==> src/rtl/seq_alu.sv <==
// Handshaked, registered ALU with flags, shifts and an iterative
// shift-add multiplier. One operation in flight at a time.
module seq_alu #(
  parameter int WIDTH = 64,
  parameter int SHW   = $clog2(WIDTH)
) (
  input  logic             CLK,
  input  logic             RST,
  input  logic             IN_VALID,
  output logic             IN_READY,
  input  logic [WIDTH-1:0] A,
  input  logic [WIDTH-1:0] B,
  input  logic [3:0]       CONTROL,
  output logic             OUT_VALID,
  input  logic             OUT_READY,
  output logic [WIDTH-1:0] RESULT,
  output logic             ZEROFLAG,
  output logic             NEGFLAG,
  output logic             CARRYFLAG,
  output logic             OVFLAG,
  output logic             ERRFLAG
);

  localparam logic [3:0] OP_AND = 4'b0000;
  localparam logic [3:0] OP_OR  = 4'b0001;
  localparam logic [3:0] OP_ADD = 4'b0010;
  localparam logic [3:0] OP_SLL = 4'b0011;
  localparam logic [3:0] OP_SRL = 4'b0100;
  localparam logic [3:0] OP_SRA = 4'b0101;
  localparam logic [3:0] OP_SUB = 4'b0110;
  localparam logic [3:0] OP_PSB = 4'b0111;
  localparam logic [3:0] OP_MUL = 4'b1000;
  localparam logic [3:0] OP_NOR = 4'b1100;

  localparam logic [SHW:0] CNT_END = (SHW+1)'(WIDTH);

  typedef enum logic [1:0] {
    S_IDLE,
    S_MUL,
    S_DONE
  } state_t;

  state_t state;
  state_t state_n;

  logic             accept;
  logic [WIDTH:0]   sum;
  logic [WIDTH:0]   dif;
  logic [SHW-1:0]   shamt;
  logic [WIDTH-1:0] alu_res;
  logic             alu_cf;
  logic             alu_of;
  logic             alu_ef;

  logic [WIDTH-1:0] mcand;
  logic [WIDTH-1:0] mplier;
  logic [WIDTH-1:0] acc;
  logic [WIDTH-1:0] acc_n;
  logic [SHW:0]     cnt;

  assign IN_READY  = (state == S_IDLE) && !RST;
  assign OUT_VALID = (state == S_DONE);
  assign accept    = IN_VALID && IN_READY;

  always_comb begin
    sum     = {1'b0, A} + {1'b0, B};
    dif     = {1'b0, A} + {1'b0, ~B} + {{WIDTH{1'b0}}, 1'b1};
    shamt   = B[SHW-1:0];
    alu_res = '0;
    alu_cf  = 1'b0;
    alu_of  = 1'b0;
    alu_ef  = 1'b0;
    case (CONTROL)
      OP_AND: alu_res = A & B;
      OP_OR:  alu_res = A | B;
      OP_NOR: alu_res = ~(A | B);
      OP_PSB: alu_res = B;
      OP_ADD: begin
        alu_res = sum[WIDTH-1:0];
        alu_cf  = sum[WIDTH];
        alu_of  = (A[WIDTH-1] == B[WIDTH-1]) &&
                  (sum[WIDTH-1] != A[WIDTH-1]);
      end
      OP_SUB: begin
        alu_res = dif[WIDTH-1:0];
        alu_cf  = dif[WIDTH];
        alu_of  = (A[WIDTH-1] != B[WIDTH-1]) &&
                  (dif[WIDTH-1] != A[WIDTH-1]);
      end
      OP_SLL: alu_res = A << shamt;
      OP_SRL: alu_res = A >> shamt;
      OP_SRA: alu_res = $unsigned($signed(A) >>> shamt);
      OP_MUL: alu_res = '0;
      default: alu_ef = 1'b1;
    endcase
  end

  // One partial product per edge; mcand walks left, mplier walks right
  assign acc_n = acc + (mplier[0] ? mcand : '0);

  always_comb begin
    state_n = state;
    case (state)
      S_IDLE: if (accept)
        state_n = (CONTROL == OP_MUL) ? S_MUL : S_DONE;
      S_MUL:  if (cnt == CNT_END) state_n = S_DONE;
      S_DONE: if (OUT_READY) state_n = S_IDLE;
      default: state_n = S_IDLE;
    endcase
  end

  always_ff @(posedge CLK or posedge RST) begin
    if (RST) state <= S_IDLE;
    else     state <= state_n;
  end

  always_ff @(posedge CLK or posedge RST) begin
    if (RST) begin
      RESULT    <= '0;
      ZEROFLAG  <= 1'b0;
      NEGFLAG   <= 1'b0;
      CARRYFLAG <= 1'b0;
      OVFLAG    <= 1'b0;
      ERRFLAG   <= 1'b0;
      mcand     <= '0;
      mplier    <= '0;
      acc       <= '0;
      cnt       <= '0;
    end else begin
      case (state)
        S_IDLE: if (accept) begin
          if (CONTROL == OP_MUL) begin
            mcand  <= A;
            mplier <= B;
            acc    <= '0;
            cnt    <= '0;
          end else begin
            RESULT    <= alu_res;
            ZEROFLAG  <= (alu_res == '0);
            NEGFLAG   <= alu_res[WIDTH-1];
            CARRYFLAG <= alu_cf;
            OVFLAG    <= alu_of;
            ERRFLAG   <= alu_ef;
          end
        end
        S_MUL: begin
          if (cnt == CNT_END) begin
            RESULT    <= acc;
            ZEROFLAG  <= (acc == '0);
            NEGFLAG   <= acc[WIDTH-1];
            CARRYFLAG <= 1'b0;
            OVFLAG    <= 1'b0;
            ERRFLAG   <= 1'b0;
          end else begin
            acc    <= acc_n;
            mcand  <= mcand << 1;
            mplier <= mplier >> 1;
            cnt    <= cnt + (SHW+1)'(1);
          end
        end
        default: ;
      endcase
    end
  end

endmodule

==> config.mk <==
export PLATFORM = sky130hd
export DESIGN_NAME = seq_alu
export DESIGN_NICKNAME = d
export VERILOG_FILES = /design/src/rtl/seq_alu.sv
export SDC_FILE = /design/constraint.sdc
export NUM_CORES = 2
export LEC_CHECK = 0
export ABC_AREA = 1
export CAP_MARGIN = 20
export CELL_PAD_IN_SITES_DETAIL_PLACEMENT = 1
export CELL_PAD_IN_SITES_GLOBAL_PLACEMENT = 1
export CORE_AREA = 4 4 313 315
export CTS_CLUSTER_SIZE = 8
export DETAILED_ROUTE_END_ITERATION = 8
export DIE_AREA = 0 0 317 319
export PLACE_DENSITY = 0.92
export SLEW_MARGIN = 20
export SYNTH_ARGS = -nofsm -noshare
export SYNTH_HDL_FRONTEND = slang
export SYNTH_SLANG_ARGS = --single-unit
==> constraint.sdc <==
create_clock -name CLK -period 14.3 [get_ports CLK]
set_input_delay 3.575 -clock CLK [delete_from_list [all_inputs] [get_ports CLK]]
set_output_delay 3.575 -clock CLK [all_outputs]
set_load 0.005 [all_outputs]
* Word level (Yosys, flattened, before mapping)
Cells that the tools add are included.
** Cells by class
- Bitwise gates (word level) :: 4
- Add/subtract/negate cells :: 5
- Eq/ne operators :: 22
- Reduce and logical (&&, ||, !) cells :: 14
- Multiplexer cells :: 48
- Shifts and indexed selects :: 3
** Operators by type and width (count)
- 2-to-1 mux 64 bit :: 13
- case mux 64 bit (9 select lines) :: 1
- case mux 64 bit (2 select lines) :: 4
- adder 64 x 64 -> 65 bit :: 2
- zero test 64 bit :: 2
- NOT 64 bit :: 2
- adder 65 x 1 -> 65 bit (second input constant) :: 1
- adder 64 bit :: 1
- AND 64 bit :: 1
- bitwise OR 64 bit :: 1
- left shift 64 x 6 -> 64 bit :: 1
- right shift 64 x 6 -> 64 bit :: 1
- >>> shifter 64 x 6 -> 64 bit :: 1
- 2-to-1 mux 7 bit :: 3
- equality test 4 x 3 -> 1 bit (second input constant) :: 4
- 2-to-1 mux 1 bit :: 14
- case mux 1 bit (2 select lines) :: 7
- case mux 7 bit (2 select lines) :: 1
- OR reduction 9 bit :: 1
- equality test 4 x 2 -> 1 bit (second input constant) :: 2
- equality test 4 bit (second input constant) :: 2
- 2-to-1 mux 2 bit :: 4
- inequality test 2 bit (second input constant) :: 4
- AND reduction 4 bit :: 2
- 15 further kinds :: 21
** Word-level totals
- Register bits :: 270
- Output and inout port bits :: 71
- Logic and storage cells :: 107
- Input bits :: 136

* Longest topological paths before layout
- Word-level depth :: 9
- Mapped depth :: 29
- Mapped depth without buffers :: 25

* Worst setup path before layout
No wires, ideal clock.
- Path type :: in2reg
- Start point :: input port RST
- End point :: register mplier[10]
- Required time :: 14159 ps
- Stages :: 7
- Path slack :: 3402 ps
- Library setup time :: 141 ps
- Path buffers :: 3
- Arrival :: 10757 ps
- Cell sequence :: inv_1 > a21oi_1 > a21oi_1 > buf_2 > buf_1 > clkbuf_1 > a31oi_1
** Between the ends
- Cells in the longest elaborated chain, start to end :: 5
** Ends and longest elaborated chain
- from (decl) :: RTL line 8 : input logic RST,
- zero test 1 bit (no source line)
- logical AND 1 bit :: RTL line 61 : assign IN_READY = (state == S_IDLE) && !RST;
- logical AND 1 bit :: RTL line 63 : assign accept = IN_VALID && IN_READY;
- inequality test 2 bit (no source line)
- AND reduction 4 bit (no source line)
- to (signal assigned) :: RTL line 157 : mplier <= mplier >> 1;
- to (decl) :: RTL line 56 : logic [WIDTH-1:0] mplier;
Every way passes these cells.
A chain may end at the register's enable or synchronous reset.

* Final worst setup path
- Start point :: input port RST
- End point :: output port IN_READY
** Between the ends
- Cells in the longest elaborated chain, start to end :: 2
** Ends and longest elaborated chain
- zero test 1 bit (no source line)
- logical AND 1 bit :: RTL line 61
- to (decl) :: RTL line 10 : output logic IN_READY,
Every way passes these cells.

==> impl_metrics.yaml <==
run_status:
  status: "complete, no violations"
logic_synthesis:
  synth_area_um2: 40700
  synthFlopType: "dfrtp_1"
  synth_area_leaders: "nand2_1 22%, dfrtp_1 17%, nand3_1 13%"
  synth.net_count: 7864
  yosys.area.top_type_share_pct: 21.8
  synth-seq-cells: 269
  netlist_instances: 7452
  yosysWarnings: 0
  seq_area_frac_synth_pct: 16.6
  yosysUniqueCellTypes: 57
  synth_enable_flop_cells: 0
  synth_commonest_cells: "2365 x nand2_1, 1067 x inv_1, 1066 x nand3_1"
  synth.most_common_cell: "nand2_1"
  async_flop_share_pct: 100
  synth_top_cell_by_area: "nand2_1"
  syn_avg_cell_area_um2: 5.46
grt:
  grt_usage_pct: 50.2
  antenna_found_initial: 20
  grt_pass1_vias: 54500
  gr-total-overflow: 0
  grt_max_degree: 135
  grt_first_pass_wirelength_um: 373000
final_layout:
  fin_cells: 8708
  final_nets: 7840
  fillers: 13700
  area_growth_pct: 9.41
  drive_above_1_share_pct: 3.27
setup_path:
  crit_start: "RST"
  worstRegToRegCells: 8
  crit_path_end_kind: "primary output"
  startpoint_type: "input pin"
  path_max_fanout: 2
  worstPathRequired_ns: 10.72
  crit_type: "input pin to primary output"
  r2r-start: "state[0]"
  worstPathArrival_ns: 4.75
clock_tree:
  numCtsBuffers: 41
  postCtsHoldBufs: 0
  insertion_delay_ns: 0.67
  htreeDepth: 2
  cts_resized: 0
  cts_setup_buffers: 0
  cts_tree: "yes"
  cts_root_buffer: "clkbuf_16"
  clk_path_buf_depth: 3
  clock-sinks: 269
  clk_pin_slew_ns: 0.05
sta:
  grt_setup_unrepaired: "false"
  slew_violations: 0
  post-route-min-period_ns: 8.32
  hold_viol_final: 0
  worst_slew_pin_slew_ns: 1.19
  setup_viol: 0
  max_freq_mhz: 120
  fin_skew_ns: 0.0824
  setup_tns_ns: 0
  timing.final.crit_share_pct: 58.2
  slew_headroom_pct: 19.5
routing:
  avgViaCountPerCell: 6.45
  first_pass_iters: 9
  drt_iter0_markers: 8156
  wl_per_cell_um: 30.6
  ant_nets: 0
  wirelength_um: 266000
  route.vias.total: 56200
  drc_errors: 0
power_and_ir_drop:
  switching_power_mw: 3.65
  powerDensity_nw_per_um2: 144
  p_int_mw: 2.75
  clockPowerShare_pct: 14.8
  ir_drop_mv: 0.111
  total_power_mw: 6.40
  p_comb_share_pct: 62.9
  swShare_pct: 57.0
  leakagePower_nw: 23.8
  seqPwrFrac_pct: 22.3
floorplan:
  io_pins: 207
  die_y_um: 319
  rows: 113
  core_area_um2: 94900
  die_w_um: 317
  fp.dieArea_um2: 101000
  start_util_pct: 42.9
hold_path:
  whs_path_depth: 2
  holdCritStartpoint: "RESULT[57]"
  hp-class: "register to register"
placed_design:
  port_buffers: 206
  dp.cells: 8649
  dp_hpwl_um: 209000
  gp_congestion: 1.12
job:
  max_cap_violations: 0
==> placed cells by master (no fill, tap or decap), types with 109 or more instances in the layout <==
master	n
nand2_1	2364
nand3_1	1066
inv_1	1065
nor2_1	672
a21oi_1	373
o21ai_0	355
ha_1	273
dfrtp_1	268
clkdlybuf4s50_1	200
a31oi_1	109
==> kinds of logic (layout without fill, tap and decap cells) <==
group                      Yosys count  in the layout  synth area share (%)
and+or+nand+nor                   4371           4371                  45.5
buffers and inverters             1439           1424                  14.1
AOI/OAI and AO/OA                 1082           1082                  15.0
adders and majority gates          276            276                  8.55
DFF                                269            269                  16.6
xor gates and xnor gates            15             15                 0.323
other                                0              6                     0
==> metrics by stage <==
stage | util [%] | setup slack [ns] | instance area, um^2 | hold WS, ns
final | 46.9 | 5.98 | 44500 | 0.482
after global routing | 46.9 | 5.96 | 44500 | 0.515
after CTS | 46.9 | 5.98 | 44500 | 0.480
after floorplan | - | 3.30 | 40700 | 0.453
after detailed placement | 45.7 | 5.78 | 43400 | 0.465
after global placement | 45.7 | 5.87 | 43400 | 0.465
==> sequential cells by signal, indices dropped and copies added, names as in the netlist <==
register and count:
state 2, mplier 64, OVFLAG 1, RESULT 64, mcand 64, ERRFLAG 1, cnt 7, ZEROFLAG 1
acc 64, CARRYFLAG 1
==> worst max-delay path, cell delays in order <==
cell and delay, ns:
clkdlybuf4s50_1 0.52, nor2_1 0.15, clkdlybuf4s50_1 0.51
==> per-layer routing <==
layer,vias to the layer above,GRT usage (%),share of wire [%]
li1,24000,-,-
met3,1080,14.6,13
met5,-,0,0.038
met2,3964,73.2,41
met4,16,35.2,8.9
met1,27100,63.1,38
==> power by group through the flow <==
stage | registers [mW] | clock network, mW | logic (mW)
6_report | 1.42 | 0.948 | 4.03
5_1_grt | 1.45 | 0.976 | 4.26
4_1_cts | 1.40 | 0.932 | 3.76
3_5_place_dp | 1.39 | 0 | 3.65
3_3_place_gp | 1.35 | 0 | 3.47
2_1_floorplan | 1.30 | 0 | 2.28
==> final timing paths <==
path | end | slack [ns]
worst max register to register | mcand[10] | 8.85
min in group asynchronous | acc[33] | 3.50
worst max-delay path | IN_READY | 5.98
worst min register to register | RESULT[57] | 0.48
max in group asynchronous | mplier[0] | 8.68
worst min-delay path | RESULT[57] | 0.48
==> layout make-up <==
class | count | area [um^2] | share of cell area, %
repair buffers | 286 | 2700 | 6.07
flip-flops and latches | 269 | 6730 | 15.1
inverters | 1086 | 4100 | 9.21
multi-input cells | 5744 | 28300 | 63.5
clock inverters | 5 | 37.5 | 0.0844
diodes | 6 | 15.0 | 0.0337
well taps | 1265 | 1580 | 3.56
clock buffers | 47 | 1060 | 2.38
No activity file was read; power rests on OpenSTA's default activity.
